### src/rtl/mem_port_arbiter_if.sv
// Core-side request/response ports and RAM-side port of the shared memory arbiter.
// slave: arbiter view; master: core + RAM view.
interface mem_port_arbiter_if #(
    parameter int DATA_W = 32
);
    logic              if_req;
    logic [DATA_W-1:0] if_addr;
    logic              if_ack;
    logic [DATA_W-1:0] if_rdata;

    logic              d_req;
    logic              d_we;
    logic [DATA_W-1:0] d_addr;
    logic [DATA_W-1:0] d_wdata;
    logic              d_ack;
    logic [DATA_W-1:0] d_rdata;

    logic              mem_en;
    logic              mem_we;
    logic [DATA_W-1:0] mem_addr;
    logic [DATA_W-1:0] mem_wdata;
    logic [DATA_W-1:0] mem_rdata;

    modport slave (
        input  if_req, if_addr, d_req, d_we, d_addr, d_wdata, mem_rdata,
        output if_ack, if_rdata, d_ack, d_rdata, mem_en, mem_we, mem_addr, mem_wdata
    );

    modport master (
        output if_req, if_addr, d_req, d_we, d_addr, d_wdata, mem_rdata,
        input  if_ack, if_rdata, d_ack, d_rdata, mem_en, mem_we, mem_addr, mem_wdata
    );
endinterface

### src/rtl/mem_port_arbiter.sv
// Shares one single-port RAM between instruction fetch and load/store, one access at a time.
// Tie policy: fixed data priority by default, alternating when ARB_ROUND_ROBIN_EN is defined.
module mem_port_arbiter #(
    parameter int MEM_LATENCY = 1,
    parameter int DATA_W      = 32
) (
    input  logic                clock_i,
    input  logic                reset_i,
    mem_port_arbiter_if.slave   bus,
    output logic                busy_o
);

    // state  | meaning
    // IDLE   | no access in flight, requests sampled
    // ACCESS | one-cycle address phase, mem_en high
    // WAIT   | counting down RAM latency, capture at zero
    // RESP   | one-cycle ack to granted port, requests sampled
    typedef enum logic [1:0] {
        ST_IDLE   = 2'd0,
        ST_ACCESS = 2'd1,
        ST_WAIT   = 2'd2,
        ST_RESP   = 2'd3
    } state_e;

    typedef enum logic {
        GNT_FETCH = 1'b0,
        GNT_DATA  = 1'b1
    } grant_e;

    localparam logic [3:0] CNT_LOAD = 4'(MEM_LATENCY - 1);

    state_e            state_q, state_d;
    logic [3:0]        cnt_q, cnt_d;
    grant_e            last_grant_q, last_grant_d;
    grant_e            gnt_q, gnt_d;
    logic              we_q, we_d;
    logic [DATA_W-1:0] addr_q, addr_d;
    logic [DATA_W-1:0] wdata_q, wdata_d;
    logic [DATA_W-1:0] if_rdata_q, if_rdata_d;
    logic [DATA_W-1:0] d_rdata_q, d_rdata_d;
    logic              tie_data;

    always_ff @(posedge clock_i) begin
        if (reset_i) begin
            state_q      <= ST_IDLE;
            cnt_q        <= '0;
            last_grant_q <= GNT_FETCH;
            gnt_q        <= GNT_FETCH;
            we_q         <= 1'b0;
            addr_q       <= '0;
            wdata_q      <= '0;
            if_rdata_q   <= '0;
            d_rdata_q    <= '0;
        end else begin
            state_q      <= state_d;
            cnt_q        <= cnt_d;
            last_grant_q <= last_grant_d;
            gnt_q        <= gnt_d;
            we_q         <= we_d;
            addr_q       <= addr_d;
            wdata_q      <= wdata_d;
            if_rdata_q   <= if_rdata_d;
            d_rdata_q    <= d_rdata_d;
        end
    end

`ifdef ARB_ROUND_ROBIN_EN
    assign tie_data = (last_grant_q == GNT_FETCH);
`else
    // History is tracked in both builds; fixed priority always hands ties to data.
    assign tie_data = last_grant_q | 1'b1;
`endif

    always_comb begin
        state_d      = state_q;
        cnt_d        = cnt_q;
        last_grant_d = last_grant_q;
        gnt_d        = gnt_q;
        we_d         = we_q;
        addr_d       = addr_q;
        wdata_d      = wdata_q;
        if_rdata_d   = if_rdata_q;
        d_rdata_d    = d_rdata_q;

        case (state_q)
            ST_IDLE, ST_RESP: begin
                if (bus.d_req && (!bus.if_req || tie_data)) begin
                    state_d      = ST_ACCESS;
                    gnt_d        = GNT_DATA;
                    last_grant_d = GNT_DATA;
                    we_d         = bus.d_we;
                    addr_d       = bus.d_addr;
                    wdata_d      = bus.d_wdata;
                end else if (bus.if_req) begin
                    state_d      = ST_ACCESS;
                    gnt_d        = GNT_FETCH;
                    last_grant_d = GNT_FETCH;
                    we_d         = 1'b0;
                    addr_d       = bus.if_addr;
                    wdata_d      = '0;
                end else begin
                    state_d = ST_IDLE;
                end
            end
            ST_ACCESS: begin
                cnt_d   = CNT_LOAD;
                state_d = ST_WAIT;
            end
            ST_WAIT: begin
                if (cnt_q == 4'd0) begin
                    state_d = ST_RESP;
                    if (gnt_q == GNT_FETCH) begin
                        if_rdata_d = bus.mem_rdata;
                    end else if (!we_q) begin
                        d_rdata_d = bus.mem_rdata;
                    end
                end else begin
                    cnt_d = cnt_q - 4'd1;
                end
            end
            default: state_d = ST_IDLE;
        endcase
    end

    logic in_access;
    logic in_resp;

    assign in_access     = (state_q == ST_ACCESS);
    assign in_resp       = (state_q == ST_RESP);

    assign bus.mem_en    = in_access;
    assign bus.mem_we    = in_access & we_q;
    assign bus.mem_addr  = in_access ? addr_q : '0;
    assign bus.mem_wdata = in_access ? wdata_q : '0;

    assign bus.if_ack    = in_resp && (gnt_q == GNT_FETCH);
    assign bus.d_ack     = in_resp && (gnt_q == GNT_DATA);
    assign bus.if_rdata  = if_rdata_q;
    assign bus.d_rdata   = d_rdata_q;

    assign busy_o        = (state_q != ST_IDLE);

endmodule
### src/flat_wrapper.sv
// flat-port wrapper written by rule: the top's interface ports become plain ports
module mem_port_arbiter_flat 
#(
    parameter int MEM_LATENCY = 1,
    parameter int DATA_W      = 32
)
  (clock_i, reset_i, busy_o, bus_if_req, bus_if_addr, bus_d_req, bus_d_we, bus_d_addr, bus_d_wdata, bus_mem_rdata, bus_if_ack, bus_if_rdata, bus_d_ack, bus_d_rdata, bus_mem_en, bus_mem_we, bus_mem_addr, bus_mem_wdata);
  mem_port_arbiter_if #(.DATA_W(DATA_W)) bus_i ();
  input  logic clock_i;
  input  logic reset_i;
  output logic busy_o;
  input wire logic [$bits(bus_i.if_req)-1:0] bus_if_req;
  input wire logic [$bits(bus_i.if_addr)-1:0] bus_if_addr;
  input wire logic [$bits(bus_i.d_req)-1:0] bus_d_req;
  input wire logic [$bits(bus_i.d_we)-1:0] bus_d_we;
  input wire logic [$bits(bus_i.d_addr)-1:0] bus_d_addr;
  input wire logic [$bits(bus_i.d_wdata)-1:0] bus_d_wdata;
  input wire logic [$bits(bus_i.mem_rdata)-1:0] bus_mem_rdata;
  output wire logic [$bits(bus_i.if_ack)-1:0] bus_if_ack;
  output wire logic [$bits(bus_i.if_rdata)-1:0] bus_if_rdata;
  output wire logic [$bits(bus_i.d_ack)-1:0] bus_d_ack;
  output wire logic [$bits(bus_i.d_rdata)-1:0] bus_d_rdata;
  output wire logic [$bits(bus_i.mem_en)-1:0] bus_mem_en;
  output wire logic [$bits(bus_i.mem_we)-1:0] bus_mem_we;
  output wire logic [$bits(bus_i.mem_addr)-1:0] bus_mem_addr;
  output wire logic [$bits(bus_i.mem_wdata)-1:0] bus_mem_wdata;
  assign bus_i.if_req = bus_if_req;
  assign bus_i.if_addr = bus_if_addr;
  assign bus_i.d_req = bus_d_req;
  assign bus_i.d_we = bus_d_we;
  assign bus_i.d_addr = bus_d_addr;
  assign bus_i.d_wdata = bus_d_wdata;
  assign bus_i.mem_rdata = bus_mem_rdata;
  assign bus_if_ack = bus_i.if_ack;
  assign bus_if_rdata = bus_i.if_rdata;
  assign bus_d_ack = bus_i.d_ack;
  assign bus_d_rdata = bus_i.d_rdata;
  assign bus_mem_en = bus_i.mem_en;
  assign bus_mem_we = bus_i.mem_we;
  assign bus_mem_addr = bus_i.mem_addr;
  assign bus_mem_wdata = bus_i.mem_wdata;
  mem_port_arbiter #(.MEM_LATENCY(MEM_LATENCY), .DATA_W(DATA_W)) u_core (.clock_i(clock_i), .reset_i(reset_i), .bus(bus_i), .busy_o(busy_o));
endmodule
### config.mk
export PLATFORM = sky130hd
export DESIGN_NAME = mem_port_arbiter_flat
export DESIGN_NICKNAME = d
export VERILOG_FILES = /design/src/rtl/mem_port_arbiter_if.sv /design/src/rtl/mem_port_arbiter.sv /design/src/flat_wrapper.sv
export SDC_FILE = /design/constraint.sdc
export NUM_CORES = 1
export LEC_CHECK = 0
export BUFFER_PORTS_ARGS = -buffer_cell sky130_fd_sc_hd__buf_2
export CORE_MARGIN = 4
export CORE_UTILIZATION = 50
export DETAILED_ROUTE_END_ITERATION = 6
export GPL_ROUTABILITY_DRIVEN = 0
export HOLD_SLACK_MARGIN = 0.02
export PLACE_DENSITY = 0.84
export SKIP_LAST_GASP = 1
export SYNTH_ARGS = -nofsm -noshare
export SYNTH_HDL_FRONTEND = slang
export SYNTH_SLANG_ARGS = --single-unit
### constraint.sdc
create_clock -name clock_i -period 5.85 [get_ports clock_i]
set_input_delay 0.585 -clock clock_i [delete_from_list [all_inputs] [get_ports clock_i]]
set_output_delay 0.585 -clock clock_i [all_outputs]
set_load 0.01 [all_outputs]
==> results of run 1 <==
per-layer routing:
metal | part of all wire | GRT usage | up-vias
met4 | 0.024 | 0.0951 | 0
met2 | 0.47 | 0.346 | 214
met5 | 0 | 0 | -
met1 | 0.41 | 0.253 | 2322
li1 | - | - | 2666
met3 | 0.098 | 0.0731 | 29
path summary, 6_finish.rpt:
kind,end,from,slack (ns),cells after the start
setup / recovery,bus_mem_wdata[5],u_core.state_q[1],3.40,5
hold / removal,u_core.bus.if_rdata[14],bus_mem_rdata[14],0.44,3
setup reg to reg,u_core.bus.if_rdata[1],u_core.cnt_q[0],3.59,5
hold reg to reg,u_core.wdata_q[27],u_core.wdata_q[27],0.45,2
stage by stage:
step / utilization / cells / hold WS (ns)
final: 0.671 / 1044 / 0.445
after global routing: 0.671 / 1044 / 0.435
after CTS: 0.671 / 1044 / 0.425
after detailed placement: 0.623 / 1013 / 0.439
after global placement: 0.623 / 1013 / 0.433
after floorplan: - / 653 / 0.427
synth_stat cells (2+ instances only):
cell,number,area (um^2)
sky130_fd_sc_hd__dfxtp_1,136,2720
sky130_fd_sc_hd__nand3_1,34,170
sky130_fd_sc_hd__nor2_1,34,128
sky130_fd_sc_hd__a31o_2,2,17.5
sky130_fd_sc_hd__o21ai_0,3,15.0
sky130_fd_sc_hd__and2_1,66,413
sky130_fd_sc_hd__ha_1,6,75.1
sky130_fd_sc_hd__a211oi_1,32,240
sky130_fd_sc_hd__clkbuf_1,37,139
sky130_fd_sc_hd__or3_1,2,12.5
sky130_fd_sc_hd__buf_2,4,20.0
sky130_fd_sc_hd__buf_1,6,22.5
sky130_fd_sc_hd__a21boi_0,2,15.0
sky130_fd_sc_hd__nand2_1,132,495
sky130_fd_sc_hd__buf_6,4,45.0
sky130_fd_sc_hd__buf_12,3,60.1
sky130_fd_sc_hd__mux2i_1,97,971
sky130_fd_sc_hd__a21oi_1,35,175
sky130_fd_sc_hd__nor4_1,2,12.5
sky130_fd_sc_hd__inv_1,6,22.5
critical path: cells and delay by family, from the launching register on:
kind	cells	cell delay, ns
buffers and inverters	3	0.68
flip-flops	1	0.34
AND/OR/NAND/NOR	1	0.24
adder cells (fa/ha/maj)	1	0.18
state kept, by name, indices dropped and copies added (netlist names):
name,cells
u_core.bus.d_rdata,32
u_core.state_q,2
u_core.bus.if_rdata,32
u_core.cnt_q,4
u_core.gnt_q,1
u_core.we_q,1
u_core.wdata_q,32
u_core.addr_q,32
report_power, final:
group | leakage, nW | switching (W) | internal, W
Combinational | 2.46 | 0.000526 | 0.000342
Sequential | 1.11 | 0.0000821 | 0.00110
Clock | 0.265 | 0.000375 | 0.000612
Total | 3.84 | 0.000984 | 0.00206
final cells by class:
type,instances,area [um^2],share of cell area
Clock buffer,23,478,0.0621
Clock inverter,8,72.6,0.00943
Inverter,7,26.3,0.00342
Multi-Input combinational cell,456,2840,0.370
Sequential cell,136,2720,0.354
Tap cell,143,179,0.0233
Timing Repair Buffer,271,1370,0.178
kinds of logic (layout without fill, tap and decap cells):
kind of cell	Yosys count	count (layout)
buffers and inverters	61	309
muxes	97	97
DFF	136	136
AOI/OAI and AO/OA	77	77
adders and majority gates	6	6
and+or+nand+nor	276	276
placed cells by master (no fill, tap or decap):
cell and instances:
sky130_fd_sc_hd__nand3_1 34, sky130_fd_sc_hd__or3b_4 1, sky130_fd_sc_hd__clkbuf_1 3, sky130_fd_sc_hd__a21boi_0 2, sky130_fd_sc_hd__buf_4 6, sky130_fd_sc_hd__nor2_1 34
sky130_fd_sc_hd__dfxtp_1 136, sky130_fd_sc_hd__clkinvlp_4 3, sky130_fd_sc_hd__clkinv_2 4, sky130_fd_sc_hd__a21oi_1 35, sky130_fd_sc_hd__inv_1 6, sky130_fd_sc_hd__clkbuf_16 17
sky130_fd_sc_hd__o21ai_0 3, sky130_fd_sc_hd__bufinv_16 1, sky130_fd_sc_hd__clkbuf_8 3, sky130_fd_sc_hd__nor4_1 2, sky130_fd_sc_hd__a221oi_1 1, sky130_fd_sc_hd__inv_2 1
sky130_fd_sc_hd__or4b_1 1, sky130_fd_sc_hd__and2_1 66, sky130_fd_sc_hd__or3_2 2, sky130_fd_sc_hd__o21bai_2 1, sky130_fd_sc_hd__or3_1 1, sky130_fd_sc_hd__mux2i_1 97
sky130_fd_sc_hd__buf_2 265, sky130_fd_sc_hd__ha_1 6, sky130_fd_sc_hd__a211oi_1 32, sky130_fd_sc_hd__a31o_2 2, sky130_fd_sc_hd__nor2b_1 1, sky130_fd_sc_hd__o21ba_4 1
sky130_fd_sc_hd__nand2_1 132, sky130_fd_sc_hd__nor4b_4 1, sky130_fd_sc_hd__nor3b_1 1
==> impl_metrics.yaml, run 1 <==
power_and_ir_drop:
  total_power_w: 0.00304
  max_vdd_drop_mv: 0.330
  leakage_nw: 3.84
  power_per_cell_area_mw_per_mm2: 395
place:
  dp_worst_setup_slack_ns: 3.02
  place.port_buffers: 265
  post_dp_area_mm2: 0.00714
  dp_hpwl_um: 10200
cts:
  clk_root_buffer_cell: "sky130_fd_sc_hd__clkbuf_16"
  cts_tree: "yes"
  worstSkewPairLatency_ns: 0.41
  clock_sinks: 136
  number_of_buffers_inserted_during_clock_tree_synthesis: 17
  path_clk_slew_ns: 0.06
  cts_hold_buf: 0
  htree_levels: 4
  postCtsSetupRepairBufs: 0
  cts-resized-gates: 0
  cts_max_path_buffers: 2
cells_and_area:
  fill_cells: 970
  layout-area-overhead-vs-synth_pct: 31.1
  layout-drive-gt1-share: 0.342
  design.final.nets: 1028
  ant_cells: 0
  final_design_area_no_fill_mm2: 0.00769
logic_synthesis:
  yosys_warnings: 0
  synth_top_family_by_area: "simple AND/OR/NAND/NOR gates"
  synth-edff-count: 0
  post_synth_num_cell_types: 30
  synth_cells: 653
  ys_dominant_reg_cell: "sky130_fd_sc_hd__dfxtp_1"
  yosys_register_bits: 136
  synth_fp_nets: 792
  synth-simple-area-share: 0.221
  synth_mux_area_frac: 0.165
  synth-compound-area-share: 0.0834
  synth.cell_area_mm2: 0.00587
  synth_adder_area_share: 0.0128
  synth-xor-area-share: 0
  synth-async-reset-ratio: 0
  yosysSeqAreaShare: 0.464
  synthesis.area_per_instance_um2: 8.99
global_route:
  grt_start_max_net_pins: 99
  grt_overflow_total: 0
  via_count_of_the_first_global_routing_pass: 4905
  first_pass_grt_wire_length_um: 22700
  grt_antenna_before_repair: 0
  groute.usage.overall: 0.212
worst_setup_path:
  critical_path_required_ns: 5.27
  criticalPathCategory: "flop to primary output"
  critical_path_s_slowest_cell: "sky130_fd_sc_hd__buf_4"
  critical_path_maximum_fanout: 65
  critical_path_arrival_ns: 1.87
  cp_slowest_stage_delay_ns: 0.46
  critical_path.endpoint_type: "primary output"
  worst_path_cell_chain: "inv_1 -> ha_1 -> buf_4 -> and2_1 -> buf_2"
  worst_setup_path_start_kind: "flop"
sta:
  slew-limit-headroom: 0.267
  upper_clock_frequency_limit_mhz: 408
  timing.final.hold_violations: 0
  finalWorstSetupSlack_ns: 3.40
  totalNegativeSetupSlack_ns: 0
  worst_slew_pin_slew_ns: 1.10
  finalMaxSlewViolations: 0
  final.min_clock_period_ns: 2.45
  setup_viol: 0
  fin_skew_ns: 0.00499
  final_min_period_over_clock_period: 0.419
  rsz0062_at_grt: "false"
die:
  num_rows: 39
  fp.dieW_um: 116
  floorplan.io_pins: 266
  area_of_the_die_mm2: 0.0135
  design.core.area_mm2: 0.0115
  die-height_um: 116
  initial_cell_density_of_the_core: 0.512
drt:
  routedWlPerCell_um: 14.1
  route.detailed.vias_per_inst: 5.01
  drt_drc_violations_left: 0
  dr_total_vias: 5231
  antenna_violating_nets_post_route: 0
  routed_wirelength_um: 14700
  drt_pre_antenna_iters: 5
  drtIter0Drc: 409
worst_hold_path:
  worst_hold_path_type: "input port to flop"
job:
  number_of_maximum_capacitance_violations: 0
status:
  run_status: "completed"
Power figures use the tool's default switching activity.
==> run 2, diff against run 1 <==
--- a/config.mk
+++ b/config.mk
@@ -5,13 +5,14 @@
 export SDC_FILE = /design/constraint.sdc
 export NUM_CORES = 1
 export LEC_CHECK = 0
+export ABC_AREA = 1
 export BUFFER_PORTS_ARGS = -buffer_cell sky130_fd_sc_hd__buf_2
 export CORE_MARGIN = 4
-export CORE_UTILIZATION = 50
+export CORE_UTILIZATION = 47
 export DETAILED_ROUTE_END_ITERATION = 6
 export GPL_ROUTABILITY_DRIVEN = 0
 export HOLD_SLACK_MARGIN = 0.02
-export PLACE_DENSITY = 0.84
+export PLACE_DENSITY = 0.81
 export SKIP_LAST_GASP = 1
 export SYNTH_ARGS = -nofsm -noshare
 export SYNTH_HDL_FRONTEND = slang
==> constraint.sdc (replaced) <==
create_clock -name clock_i -period 2.3 [get_ports clock_i]
set_input_delay 0.23 -clock clock_i [delete_from_list [all_inputs] [get_ports clock_i]]
set_output_delay 0.23 -clock clock_i [all_outputs]
set_load 0.01 [all_outputs]
==> run 2 against run 1 <==
Cell area fell by 1.2%. Clock power rose by 140%. Combinational power rose to 3.5 times the previous value. Synthesized area fell by 2.9%. Worst hold slack got worse by 0.38 ns. First-iteration DRC count rose by 37%. Critical path depth rose by 1. Die area rose by 3.1%. Critical path type unchanged.
==> impl_metrics.yaml, run 2 <==
status:
  run_status: "completed"
place:
  place.port_buffers: 265
  dp_hpwl_um: 11000
logic_synthesis:
  synth_cells: 765
  yosys_warnings: 0
  yosys.cell_count.top_type: "sky130_fd_sc_hd__nand2_1"
  synth_fp_nets: 904
  synth_top_cell_by_area: "sky130_fd_sc_hd__dfxtp_1"
  post_synth_most_frequent_cells: "sky130_fd_sc_hd__nand2_1, sky130_fd_sc_hd__dfxtp_1, sky130_fd_sc_hd__nor2_1, sky130_fd_sc_hd__o21ai_0, sky130_fd_sc_hd__inv_1"
  yosysSeqAreaShare: 0.478
  synthDominantCellAreaShare: 0.478
  synthesis.area_per_instance_um2: 7.45
  synth-edff-count: 0
  post_synth_num_cell_types: 25
  synth.cell_area_mm2: 0.00570
  ys_dominant_reg_cell: "sky130_fd_sc_hd__dfxtp_1"
  synth-async-reset-ratio: 0
  yosys_register_bits: 136
  post_synth_main_area_contributors: "sky130_fd_sc_hd__dfxtp_1, sky130_fd_sc_hd__nand2_1, sky130_fd_sc_hd__o21ai_0"
cts:
  path_clk_slew_ns: 0.06
  clk_root_buffer_cell: "sky130_fd_sc_hd__clkbuf_16"
  cts_hold_buf: 0
  htree_levels: 4
  postCtsSetupRepairBufs: 0
  worstSkewPairLatency_ns: 0.41
  number_of_buffers_inserted_during_clock_tree_synthesis: 17
  cts_tree: "yes"
  clock_sinks: 136
  cts_max_path_buffers: 2
  cts-resized-gates: 0
sta:
  timing.final.hold_violations: 0
  fin_skew_ns: 0.00521
  finalMaxSlewViolations: 0
  final.min_clock_period_ns: 2.07
  upper_clock_frequency_limit_mhz: 483
  worst_slew_pin_slew_ns: 0.629
  totalNegativeSetupSlack_ns: 0
  rsz0062_at_grt: "false"
  slew-limit-headroom: 0.580
  setup_viol: 0
  hold-worst-slack_ns: 0.0623
  final_min_period_over_clock_period: 0.900
cells_and_area:
  final_common_cell: "sky130_fd_sc_hd__buf_2"
  layout-drive-gt1-share: 0.314
  design.final.nets: 1145
  layout-area-overhead-vs-synth_pct: 33.4
  most-common-layout-cells: "sky130_fd_sc_hd__buf_2, sky130_fd_sc_hd__nand2_1, sky130_fd_sc_hd__dfxtp_1"
  ant_cells: 0
worst_setup_path:
  critical_path_arrival_ns: 1.84
  critical_path_s_slowest_cell: "sky130_fd_sc_hd__ha_2"
  regToRegStartpoint: "u_core.cnt_q[0]"
  criticalPathCategory: "flop to primary output"
  timing.critical_path.to: "bus_mem_addr[24]"
  setup.reg_to_reg.worst_slack_ns: 0.41
  critical_path_maximum_fanout: 57
  worst_setup_path_start_kind: "flop"
  worst_path_cell_chain: "inv_1 -> ha_2 -> buf_12 -> nand2_1 -> inv_1 -> buf_2"
  path_depth: 6
  critical_path.endpoint_type: "primary output"
  cp_slowest_stage_delay_ns: 0.37
  worst-r2r-cell-count: 6
  crit_family: "buffers and inverters"
  most_frequent_cp_cell: "sky130_fd_sc_hd__inv_1"
  r2r-end: "u_core.bus.d_rdata[22]"
  critical_path_required_ns: 2.07
  critical_path.startpoint: "u_core.state_q[1]"
  critical_path_buf_inv_count: 4
power_and_ir_drop:
  max_vdd_drop_mv: 0.701
  reported_net_switching_power_w: 0.00335
  power.share.switching: 0.383
  power_frac_clock: 0.275
  power.share.sequential: 0.378
  leakage_nw: 4.23
  power_per_cell_area_mw_per_mm2: 1150
  power.share.combinational: 0.347
  power.internal_w: 0.00540
global_route:
  first_pass_grt_wire_length_um: 26000
  grt_start_max_net_pins: 98
  grt_antenna_before_repair: 0
  grt_overflow_total: 0
  groute.usage.overall: 0.223
  via_count_of_the_first_global_routing_pass: 5454
die:
  fp.dieW_um: 118
  floorplan.io_pins: 266
  initial_cell_density_of_the_core: 0.489
  design.core.area_mm2: 0.0117
  die-height_um: 118
  area_of_the_die_mm2: 0.0139
  num_rows: 39
job:
  number_of_maximum_capacitance_violations: 0
drt:
  routed_wirelength_um: 15800
  routedWlPerCell_um: 13.6
  antenna_violating_nets_post_route: 0
  route.detailed.vias_per_inst: 4.92
  drt_drc_violations_left: 0
  drt_pre_antenna_iters: 5
  drtIter0Drc: 561
  dr_total_vias: 5719
worst_hold_path:
  worst_hold_path_type: "input port to flop"
## run 2: changes by cell type in the layout (fill, tap and decap cells not counted), sizes merged, moves of 6 or more
cell / previous run / this run
a211oi: 32 / 0
a21oi: 35 / 73
and2: 66 / 0
clkbuf: 23 / 17
inv: 7 / 82
mux2i: 97 / 32
nand2: 132 / 146
nand3: 34 / 2
nor2: 34 / 104
nor3: 0 / 33
o21ai: 3 / 99
## run 2: worst min path at each step
stage	start	to	slack [ns]	depth (start not counted)
2_1_floorplan	bus_mem_rdata[10]	u_core.bus.d_rdata[10]	0.37	2
3_3_place_gp	u_core.wdata_q[12]	u_core.wdata_q[12]	0.45	2
3_5_place_dp	u_core.wdata_q[27]	u_core.wdata_q[27]	0.45	2
4_1_cts	bus_d_wdata[1]	u_core.wdata_q[1]	0.05	3
5_1_grt	bus_d_wdata[1]	u_core.wdata_q[1]	0.06	3
6_report	bus_mem_rdata[12]	u_core.bus.d_rdata[12]	0.06	3
## run 2: power groups by stage
stage	Combinational, W	Clock, W	Sequential (W)
detailed placement	0.00304	0	0.00334
global placement	0.00299	0	0.00332
floorplan	0.00202	0	0.00339
finish	0.00303	0.00241	0.00330
global route	0.00341	0.00256	0.00338
CTS	0.00305	0.00247	0.00330
## run 2: per-layer routing
layer  up-vias  GRT usage  share of wire
li1       2926          -              -
met1      2506      0.287           0.44
met2       265      0.360           0.46
met3        22     0.0644          0.088
met4         0     0.0769          0.016
met5         -          0              0
## run 2: layout make-up
class | instances | area (um^2)
repair buffers | 274 | 1440
clock buffers | 17 | 425
flip-flops and latches | 136 | 2720
fillers | 1012 | 4060
inverters | 80 | 300
clock inverters | 15 | 105
well taps | 143 | 179
multi-input cells | 497 | 2430
## run 2: cell families (layout without fill, tap and decap cells)
kind of cell / after synthesis / count (layout) / share of synthesized area
AND/OR/NAND/NOR: 286 / 286 / 0.202
adder cells (fa/ha/maj): 6 / 6 / 0.0132
multiplexers: 32 / 32 / 0.0562
buffers and inverters: 132 / 386 / 0.0966
AO/OA/AOI/OAI: 173 / 173 / 0.154
flip-flops: 136 / 136 / 0.478
## run 2: stage by stage
step / instances / instance area, um^2 / utilization / power (W) / setup slack, ns
floorplan: 765 / 5700 / - / 0.00541 / 0.764
global placement: 1130 / 7070 / 0.606 / 0.00631 / 0.560
detailed placement: 1130 / 7070 / 0.606 / 0.00638 / 0.457
CTS: 1162 / 7600 / 0.652 / 0.00882 / 0.180
global route: 1162 / 7600 / 0.652 / 0.00934 / 0.0977
finish: 1162 / 7600 / 0.652 / 0.00875 / 0.230
## run 2: worst reg2reg max path, delay by kind of cell (launching register included)
family | cells | cell delay (ns)
buffers and inverters | 1 | 0.10
AOI/OAI and AO/OA | 1 | 0.20
adders and majority gates | 1 | 0.20
DFF | 1 | 0.33
and+or+nand+nor | 3 | 0.98
==> run 3, diff against run 2 <==
--- a/config.mk
+++ b/config.mk
@@ -13,6 +13,7 @@
 export GPL_ROUTABILITY_DRIVEN = 0
 export HOLD_SLACK_MARGIN = 0.02
 export PLACE_DENSITY = 0.81
+export RECOVER_POWER = 100
 export SKIP_LAST_GASP = 1
 export SYNTH_ARGS = -nofsm -noshare
 export SYNTH_HDL_FRONTEND = slang
==> run 3 against run 2 <==
Register-to-register slack worse by 0.11 ns. Global-route usage stayed put. Cell count stayed put. Worst hold slack better by 0.0026 ns. Critical path type unchanged. Largest cell class unchanged. Highest routed layer unchanged.
==> impl_metrics.yaml, run 3 (same netlist as run 2, synthesis figures left out) <==
status:
  run_status: "completed"
cts:
  number_of_buffers_inserted_during_clock_tree_synthesis: 17
  cts_max_path_buffers: 2
  htree_levels: 4
  cts_tree: "yes"
  clock_sinks: 136
  path_clk_slew_ns: 0.06
  postCtsSetupRepairBufs: 0
  worstSkewPairLatency_ns: 0.41
  cts-resized-gates: 0
  clk_root_buffer_cell: "sky130_fd_sc_hd__clkbuf_16"
  cts_hold_buf: 0
sta:
  finalMaxSlewViolations: 0
  worst_slew_pin_slew_ns: 0.714
  fin_skew_ns: 0.00502
  final.min_clock_period_ns: 2.11
  final_min_period_over_clock_period: 0.917
  slew-limit-headroom: 0.524
  finalWorstSetupSlack_ns: 0.191
  rsz0062_at_grt: "false"
  totalNegativeSetupSlack_ns: 0
  setup_viol: 0
  upper_clock_frequency_limit_mhz: 474
  timing.final.hold_violations: 0
worst_setup_path:
  critical_path_arrival_ns: 1.88
  critical_path_maximum_fanout: 57
  critical_path.endpoint_type: "primary output"
  critical_path_required_ns: 2.07
  criticalPathCategory: "flop to primary output"
  critical_path_s_slowest_cell: "sky130_fd_sc_hd__ha_2"
  most_frequent_cp_cell: "sky130_fd_sc_hd__inv_1"
  setup.reg_to_reg.worst_slack_ns: 0.30
  worst_setup_path_start_kind: "flop"
  worst_path_cell_chain: "inv_1 -> ha_2 -> buf_12 -> nand2_1 -> inv_1 -> clkbuf_1"
  cp_slowest_stage_delay_ns: 0.37
place:
  dp_worst_setup_slack_ns: 0.457
  post_dp_area_mm2: 0.00707
  post-place-cells: 1130
  place.port_buffers: 265
  dp_hpwl_um: 11000
global_route:
  grt_antenna_before_repair: 0
  first_pass_grt_wire_length_um: 26000
  grt_start_max_net_pins: 98
  via_count_of_the_first_global_routing_pass: 5454
  groute.usage.overall: 0.223
  grt_overflow_total: 0
cells_and_area:
  layout-area-overhead-vs-synth_pct: 30.1
  final_common_cell: "sky130_fd_sc_hd__nand2_1"
  layout-drive-gt1-share: 0.184
  final_cell_count_no_fill: 1162
  design.final.nets: 1145
  fill_cells: 1093
  ant_cells: 0
  most-common-layout-cells: "sky130_fd_sc_hd__nand2_1, sky130_fd_sc_hd__dfxtp_1, sky130_fd_sc_hd__buf_2"
  final_design_area_no_fill_mm2: 0.00741
die:
  initial_cell_density_of_the_core: 0.489
  area_of_the_die_mm2: 0.0139
  floorplan.io_pins: 266
  die-height_um: 118
  design.core.area_mm2: 0.0117
  num_rows: 39
  fp.dieW_um: 118
power_and_ir_drop:
  leakage_nw: 3.66
  max_vdd_drop_mv: 0.698
  power_per_cell_area_mw_per_mm2: 1160
drt:
  dr_total_vias: 5731
  routedWlPerCell_um: 13.7
  drt_drc_violations_left: 0
  drtIter0Drc: 570
  routed_wirelength_um: 16000
  route.detailed.vias_per_inst: 4.93
  antenna_violating_nets_post_route: 0
  drt_pre_antenna_iters: 5
job:
  number_of_maximum_capacitance_violations: 0
worst_hold_path:
  worst_hold_path_type: "input port to flop"
## run 3: power by group
group	total [W]	internal, W	switching (W)
clock	0.00241	0.00137	0.00103
combinational	0.00286	0.000884	0.00198
sequential	0.00331	0.00298	0.000329
## run 3: per-stage QoR
stage	hold WS, ns	util	total power, W
floorplan	0.372	-	0.00541
global placement	0.450	0.606	0.00631
detailed placement	0.452	0.606	0.00638
CTS	0.0453	0.652	0.00882
global route	0.0581	0.636	0.00917
finish	0.0649	0.636	0.00858
## run 3: cell type report
class | count | area (um^2) | area share
clock buffer | 17 | 425 | 0.0574
clock inverter | 15 | 105 | 0.0142
inverter | 80 | 300 | 0.0405
multi-input combinational | 497 | 2420 | 0.326
sequential | 136 | 2720 | 0.367
tap | 143 | 179 | 0.0241
timing repair buffer | 274 | 1260 | 0.170
## run 3: worst max-delay path: cells and delay by family (launching register included)
family,cells,cell delay (ns)
and+or+nand+nor,1,0.08
DFF,1,0.34
buffers and inverters,4,0.64
adders and majority gates,1,0.37
## run 3: worst paths after layout
kind,start,endpoint,cells past startpoint
hold / removal,bus_mem_rdata[12],u_core.bus.d_rdata[12],3
setup / recovery,u_core.state_q[1],bus_mem_addr[30],6
hold reg to reg,u_core.wdata_q[27],u_core.wdata_q[27],2
setup reg to reg,u_core.cnt_q[0],u_core.bus.if_rdata[0],8
## run 3: metal layers
metal / GRT usage / vias to the layer above / part of all wire
li1: - / 2920 / -
met1: 0.287 / 2520 / 0.44
met2: 0.360 / 270 / 0.46
met3: 0.0644 / 21 / 0.089
met4: 0.0769 / 0 / 0.015
met5: 0 / - / 0
